<file path="config.mk">
export PLATFORM = sky130hd
export DESIGN_NAME = ddr3_wr_ctrl
export DESIGN_NICKNAME = d
export VERILOG_FILES = /design/src/rtl/ddr3_wr_ctrl.sv
export SDC_FILE = /design/constraint.sdc
export NUM_CORES = 1
export LEC_CHECK = 0
export ABC_AREA = 1
export BUFFER_PORTS_ARGS = -buffer_cell sky130_fd_sc_hd__buf_2
export CAP_MARGIN = 5
export CORE_MARGIN = 8
export CORE_UTILIZATION = 40
export DETAILED_ROUTE_END_ITERATION = 10
export SYNTH_ARGS = -nofsm -noshare
export SYNTH_HDL_FRONTEND = slang
export SYNTH_SLANG_ARGS = --single-unit
</file>
<file path="constraint.sdc">
create_clock -name afi_clk -period 5 [get_ports afi_clk]
set_input_delay 0.5 -clock afi_clk [delete_from_list [all_inputs] [get_ports afi_clk]]
set_output_delay 0.5 -clock afi_clk [all_outputs]
set_load 0.03 [all_outputs]
</file>
<file path="src/rtl/ddr3_wr_ctrl.sv">
// Write-side DMA stage: drains 24-bit pixels from the video burst FIFO and issues
// fixed-length Avalon-MM burst writes into a linear, per-frame wrapping frame buffer.
module ddr3_wr_ctrl #(
    parameter int BURST_LEN    = 64,
    parameter int ADDR_W       = 25,
    parameter int AVL_DW       = 32,
    parameter int BASE_ADDR    = 0,
    parameter int FRAME_BURSTS = 12000
) (
    input  logic                  afi_clk,
    input  logic                  rst,
    input  logic                  init_done,
    input  logic                  frame_sync,
    input  logic [7:0]            rd_usedw,
    input  logic [23:0]           fifo_q,
    output logic                  rd_req,
    input  logic                  avl_ready,
    output logic                  avl_write_req,
    output logic                  avl_burstbegin,
    output logic [ADDR_W-1:0]     avl_addr,
    output logic [7:0]            avl_size,
    output logic [AVL_DW-1:0]     avl_wdata,
    output logic [AVL_DW/8-1:0]   avl_be,
    output logic                  busy,
    output logic                  frame_done
);

    localparam int                IDX_W    = (FRAME_BURSTS > 1) ? $clog2(FRAME_BURSTS) : 1;
    localparam logic [7:0]        LEN8     = 8'(BURST_LEN);
    localparam logic [ADDR_W-1:0] BASE_A   = ADDR_W'(BASE_ADDR);
    localparam logic [ADDR_W-1:0] STRIDE   = ADDR_W'(BURST_LEN);
    localparam logic [IDX_W-1:0]  LAST_IDX = IDX_W'(FRAME_BURSTS - 1);

    typedef enum logic {IDLE, BURST} state_t;

    state_t           state;
    logic [IDX_W-1:0] idx;
    logic             sync_pend;
    logic [7:0]       to_fetch;
    logic [7:0]       to_send;
    logic [23:0]      hold [2];
    logic             wr_ptr;
    logic             rd_ptr;
    logic [1:0]       count;
    logic             inflight;
    logic             first_beat;
    logic             accept;

    // Fetch is throttled so buffered plus in-flight words never exceed the two slots.
    assign rd_req         = (state == BURST) && (to_fetch != 8'd0) &&
                            ((count + {1'b0, inflight}) < 2'd2);
    assign avl_write_req  = (state == BURST) && (count != 2'd0);
    assign accept         = avl_write_req && avl_ready;
    assign avl_burstbegin = avl_write_req && first_beat;
    assign avl_wdata      = AVL_DW'(hold[rd_ptr]);
    assign avl_size       = LEN8;
    assign busy           = (state == BURST);

    always_ff @(posedge afi_clk or posedge rst) begin
        if (rst) begin
            state      <= IDLE;
            idx        <= '0;
            sync_pend  <= 1'b0;
            to_fetch   <= '0;
            to_send    <= '0;
            // NOTE: the two holding slots are reset because the head drives avl_wdata,
            // which must read zero while in reset.
            hold[0]    <= '0;
            hold[1]    <= '0;
            wr_ptr     <= 1'b0;
            rd_ptr     <= 1'b0;
            count      <= '0;
            inflight   <= 1'b0;
            first_beat <= 1'b0;
            avl_addr   <= BASE_A;
            avl_be     <= '0;
            frame_done <= 1'b0;
        end else begin
            avl_be     <= '1;
            frame_done <= 1'b0;
            case (state)
                IDLE: begin
                    if (sync_pend) begin
                        idx       <= '0;
                        sync_pend <= 1'b0;
                    end else if (init_done && (rd_usedw >= LEN8)) begin
                        state      <= BURST;
                        avl_addr   <= BASE_A + ADDR_W'(idx) * STRIDE;
                        to_fetch   <= LEN8;
                        to_send    <= LEN8;
                        first_beat <= 1'b1;
                    end
                end
                BURST: begin
                    inflight <= rd_req;
                    if (rd_req) to_fetch <= to_fetch - 8'd1;
                    if (inflight) begin
                        hold[wr_ptr] <= fifo_q;
                        wr_ptr       <= ~wr_ptr;
                    end
                    count <= count + {1'b0, inflight} - {1'b0, accept};
                    if (accept) begin
                        rd_ptr     <= ~rd_ptr;
                        to_send    <= to_send - 8'd1;
                        first_beat <= 1'b0;
                        if (to_send == 8'd1) begin
                            state <= IDLE;
                            if (idx == LAST_IDX) begin
                                idx        <= '0;
                                frame_done <= 1'b1;
                            end else begin
                                idx <= idx + 1'b1;
                            end
                        end
                    end
                end
                default: state <= IDLE;
            endcase
            // NOTE: placed after the case so a new frame_sync wins over the IDLE clear
            // (the last non-blocking assignment to a register in a cycle takes effect).
            if (frame_sync) sync_pend <= 1'b1;
        end
    end

endmodule

</file>
# Word-level counts from Yosys, hierarchy flattened
# Index checks and enable logic that the tools add are counted.
dict set report word_totals {
  ff_bits 102
  mem_count 0
  in_bits 37
  rom_bits 0
  mem_bits_rw 0
  latchBits 0
  out_inout_bits 74
}
dict set report op_classes {
  multipliers 0
  n_shift 0
  n_mux 32
  n_div 0
  reduce_logical 15
  add_sub_neg 5
  magnitude_cmp 5
  n_bitwise 6
  eq_ne 9
}
# cell n
set op_table {}
lappend op_table {{$mux 24} 4}
lappend op_table {{$mux 14} 4}
lappend op_table {{$bwmux 48} 1}
lappend op_table {{$mux 8} 4}
lappend op_table {{$pmux 8 s2} 2}
lappend op_table {{$pmux 14 s2} 1}
lappend op_table {{$demux 24 s1} 1}
lappend op_table {{$sub 8x1->8 const B} 2}
lappend op_table {{$add 14x1->14 const B} 1}
lappend op_table {{$eq 14x14->1 const B} 1}
lappend op_table {{$mux 1} 13}
lappend op_table {{$reduce_and 3->1} 4}
lappend op_table {{$ne 2x2->1 const B} 5}
lappend op_table {{$eq 8x1->1 const B} 1}
lappend op_table {{$ge 8x7->1 const B} 1}
lappend op_table {{$reduce_bool 8->1} 1}
lappend op_table {{$logic_and 1x1->1} 7}
lappend op_table {{$ge 2x2->1 const B} 2}
lappend op_table {{$ne 2x1->1 const B} 2}
lappend op_table {{$not 1->1} 4}
lappend op_table {{$not 1->2} 2}
lappend op_table {{$pmux 1 s2} 2}
lappend op_table {{$reduce_and 2->1} 2}
lappend op_table {{$add 2x1->2} 1}
lappend op_table {{other kinds (4)} 4}

# Longest topological paths before layout
dict set report logic_depth {
  depth_word 6
  depth_mapped 10
  depth_no_buf 9
}

# Worst setup path after synthesis
# OpenSTA, ideal clock, no wires.
dict set report synth_timing {
  kind {reg2out}
  from {register state, in the netlist busy}
  to {output avl_burstbegin}
  path_stages_with_launch 4
  slack_ns 2.904
  arrival_ns 1.596
  required_ns 4.500
  n_path_buf 1
  cell_sequence {dfrtp_1 inv_2 clkbuf_1 nor3_1}
}
dict set report synth_via {
  elab_chain_len 2
}
# element line_no
set synth_rtl {}
lappend synth_rtl {{start: declaration} 36} ;# state_t state;
lappend synth_rtl {{start signal: assignment} 61} ;# state <= IDLE;
lappend synth_rtl {{start signal: assignment} 87} ;# state <= BURST;
lappend synth_rtl {{start signal: assignment} 107} ;# state <= IDLE;
lappend synth_rtl {{$logic_and 1x1->1} 52} ;# assign avl_write_req = (state == BURST) && (count != 2'd0);
lappend synth_rtl {{$logic_and 1x1->1} 54} ;# assign avl_burstbegin = avl_write_req && first_beat;
lappend synth_rtl {{end: declaration} 19} ;# output logic avl_burstbegin,
# No other way between the ends.

# Worst setup path in the final report
dict set report layout_timing {
  from {register rd_ptr}
  to {output avl_wdata[3]}
}
dict set report layout_via {
  elab_chain_len 4
}
# element line_no
set layout_rtl {}
lappend layout_rtl {{start: declaration} 43} ;# logic rd_ptr;
lappend layout_rtl {{start signal: assignment} 103} ;# rd_ptr <= ~rd_ptr;
lappend layout_rtl {{$not 1->2 (not written as such)} 55} ;# assign avl_wdata = AVL_DW'(hold[rd_ptr]);
lappend layout_rtl {{$mux 24 (not written as such) (3 in series)} 55}
lappend layout_rtl {{end: declaration} 22} ;# output logic [AVL_DW-1:0] avl_wdata,
# No other way between the ends. The select of a mux whose other input is x is not followed.

==> flow_metrics.tcl <==
set metrics [dict create \
    globalRouteOverflowTotal 0 \
    antenna_found_initial 0 \
    setup_viol 0 \
    rsz0062_at_grt "no" \
    critPathArrivalTime_ns 2.50 \
    worstPathCellList "inv_1, nand2_1, nand2_1, buf_2" \
    multi_input_area_um2 2000 \
    cts_tree "yes" \
    yosysTopAreaCell "dfrtp_1" \
    slew_headroom_pct 34.4 \
    ys_seq_elements 102 \
    cp_num_buf_inv 2 \
    synth_area_um2 5040 \
    crit_slowest_cell "dfrtp_1" \
    layoutNonFillerInstCount 885 \
    die_x_um 128 \
    async_flop_share_pct 100 \
    yosysTopAreaCellShare_pct 50.6 \
    num_io_pins 111 \
    grt_usage_pct 14.0 \
    place_inst 869 \
    drv_slew 0 \
    grt_pass1_wl_um 18900 \
    criticalPathCategory "reg -> out" \
    fillers 1265 \
    synth_cell_types 28 \
    crit_required_ns 4.50 \
    power.density_nw_per_um2 632 \
    synth.area.top_cells "dfrtp_1 (51%), nand2_1 (15%), o21ai_0 (7.9%)" \
    outcome "complete, no violations" \
    worstSetupStartpointType "flop" \
    rows 41 \
    dr_total_vias 4137 \
    grt_pass1_vias 4160 \
    antenna_cells 0 \
    final.period_utilization_pct 60.0 \
    clkLatencyLatePin_ns 0.34 \
    post_cts_resized 0 \
    regArea_um2 2550 \
    synth_ff_type "dfrtp_1" \
    crit_path_max_incr_delay_ns 0.99 \
    avgViaCountPerCell 4.67 \
    dieArea_um2 16500 \
    min_period_ns 3.00 \
    hold_viol_final 0 \
    die_h_um 128 \
    htreeDepth 3 \
    p_leak_nw 3.09 \
    portBuffers 77 \
    routed_wl_um 11100 \
    finalWorstSetupSlack_ns 2.00 \
    drc 0 \
    fmax_ghz 0.333 \
    clk_pin_slew_ns 0.07 \
    grt_max_degree 53 \
    fin_nets 753 \
    pre_cts_slack_ns 2.35 \
    drive_above_1_share_pct 14.6 \
    routabilityCongestion 0.861 \
    end_kind "primary output" \
    tightestPinTransition_ns 0.985 \
    ctsHoldBuffers 0 \
    final.setup.tns_ns 0 \
    fin_worst_skew_ns 0.00597 \
    drt-initial-drc-count 285 \
    maxCapViolations 0 \
    peakVddDrop_mv 0.197 \
    critPathTopFamily "flip-flops" \
    ant_nets 0 \
    root_buffer "clkbuf_16" \
    cts_setup_buffers 0 \
    dr.pass1.iters 4 \
    dp_hpwl_um 7680 \
    cts_buffer_depth 2 \
    synth_warnings 0 \
    start_util_pct 40.4 \
    path_common_cell "nand2_1" \
    cts_buffers 9 \
    seq_area_frac_synth_pct 50.6 \
    cts.sinks 102 \
    total_power_mw 3.62 \
    syn_inst 643 \
    synth-edff-count 0 \
    syn_to_final_growth_pct 13.7 \
    avgSynthCellArea_um2 7.84 \
    worstPathMaxFanout 26 \
    wl_per_cell_um 12.5 \
    hp-class "in -> async" \
    coreArea_um2 12500 \
]
==> worst register-to-register path, delay by kind of cell, from the launching register on <==
family	cells	cell delay, ns
buf+inv	1	0.26
flops	1	0.74
simple gates	6	1.40
==> where the power goes <==
part           internal (mW)  total, mW  switching (mW)
clock network          0.343      0.658           0.315
logic                  0.466       1.59            1.13
registers               1.14       1.37           0.234
total                   1.94       3.62            1.67
==> cells in the final DEF, fill, tap and decap left out, types with 2 or more instances in the layout <==
cell type,instances
clkinvlp_4,4
a21oi_1,11
nand4_1,8
conb_1,28
buf_4,3
nor3_1,8
o22ai_1,2
ha_1,8
buf_2,77
nand3_1,32
xor2_1,4
o21ai_0,80
xnor2_1,2
inv_2,2
or2_2,2
dfrtp_1,102
clkbuf_16,9
nand2_1,204
nor2_1,46
inv_1,68
==> registers in the layout, summed over array words and instances (netlist names), 2 cells and up <==
name and cells:
avl_addr 14, to_send 8, hold 48, count 2, to_fetch 8, idx 14
==> cell usage after synthesis, types with 2 or more instances <==
cell type / n
inv_2: 2
nand4_1: 8
o21ai_0: 80
nor2_1: 46
xor2_1: 4
o22ai_1: 2
conb_1: 2
nand2_1: 204
xnor2_1: 2
ha_1: 8
clkbuf_1: 20
dfrtp_1: 102
a21oi_1: 11
nand3_1: 32
buf_4: 31
nor3_1: 8
inv_1: 69
or2_2: 2
==> final timing paths <==
path / end / startpoint / cells past startpoint / slack (ns)
worst max-delay path: avl_wdata[3] / rd_ptr / 4 / 2.00
worst min-delay path: hold[21] / rst / 2 / 0.25
worst max register to register: idx[11] / busy / 7 / 2.49
worst min register to register: avl_addr[16] / avl_addr[16] / 2 / 0.48
max in group asynchronous: idx[6] / rst / 3 / 3.66
min in group afi_clk: sync_pend / frame_sync / 2 / 0.36
==> cells by family (layout without fill, tap and decap cells) <==
family	count (synthesis)	count (layout)	synth area share, %
flip-flops	102	102	50.6
other	2	28	0.149
AND/OR/NAND/NOR	306	306	24.9
XOR/XNOR	6	6	1.04
AO/OA/AOI/OAI	96	96	9.68
buffers and inverters	123	167	11.6
adder cells (fa/ha/maj)	8	8	1.99
==> through the flow <==
step,util (%),instance area (um^2),hold WS (ns)
after floorplan,-,5140,0.453
after global placement,43.7,5450,0.464
after detailed placement,43.7,5450,0.460
after CTS,46.0,5730,0.260
after global routing,46.0,5730,0.296
final,46.0,5730,0.248
==> area by class of cell <==
class                      instances  area share (%)
clock inverter                     7            1.03
inverter                          71            4.70
clock buffer                       9            3.93
timing repair buffer              80            7.12
tap                              172            3.76
multi-input combinational        444            34.9
sequential                       102            44.6
==> per-layer routing <==
metal  global-route usage (%)  vias up  share of wire (%)
li1                         -     2098                  -
met3                     3.45        6                5.8
met4                     5.17        0               0.68
met5                        0        -                  0
met2                     23.8      100                 48
met1                     16.7     1933                 46
Power figures use the tool's default switching activity.
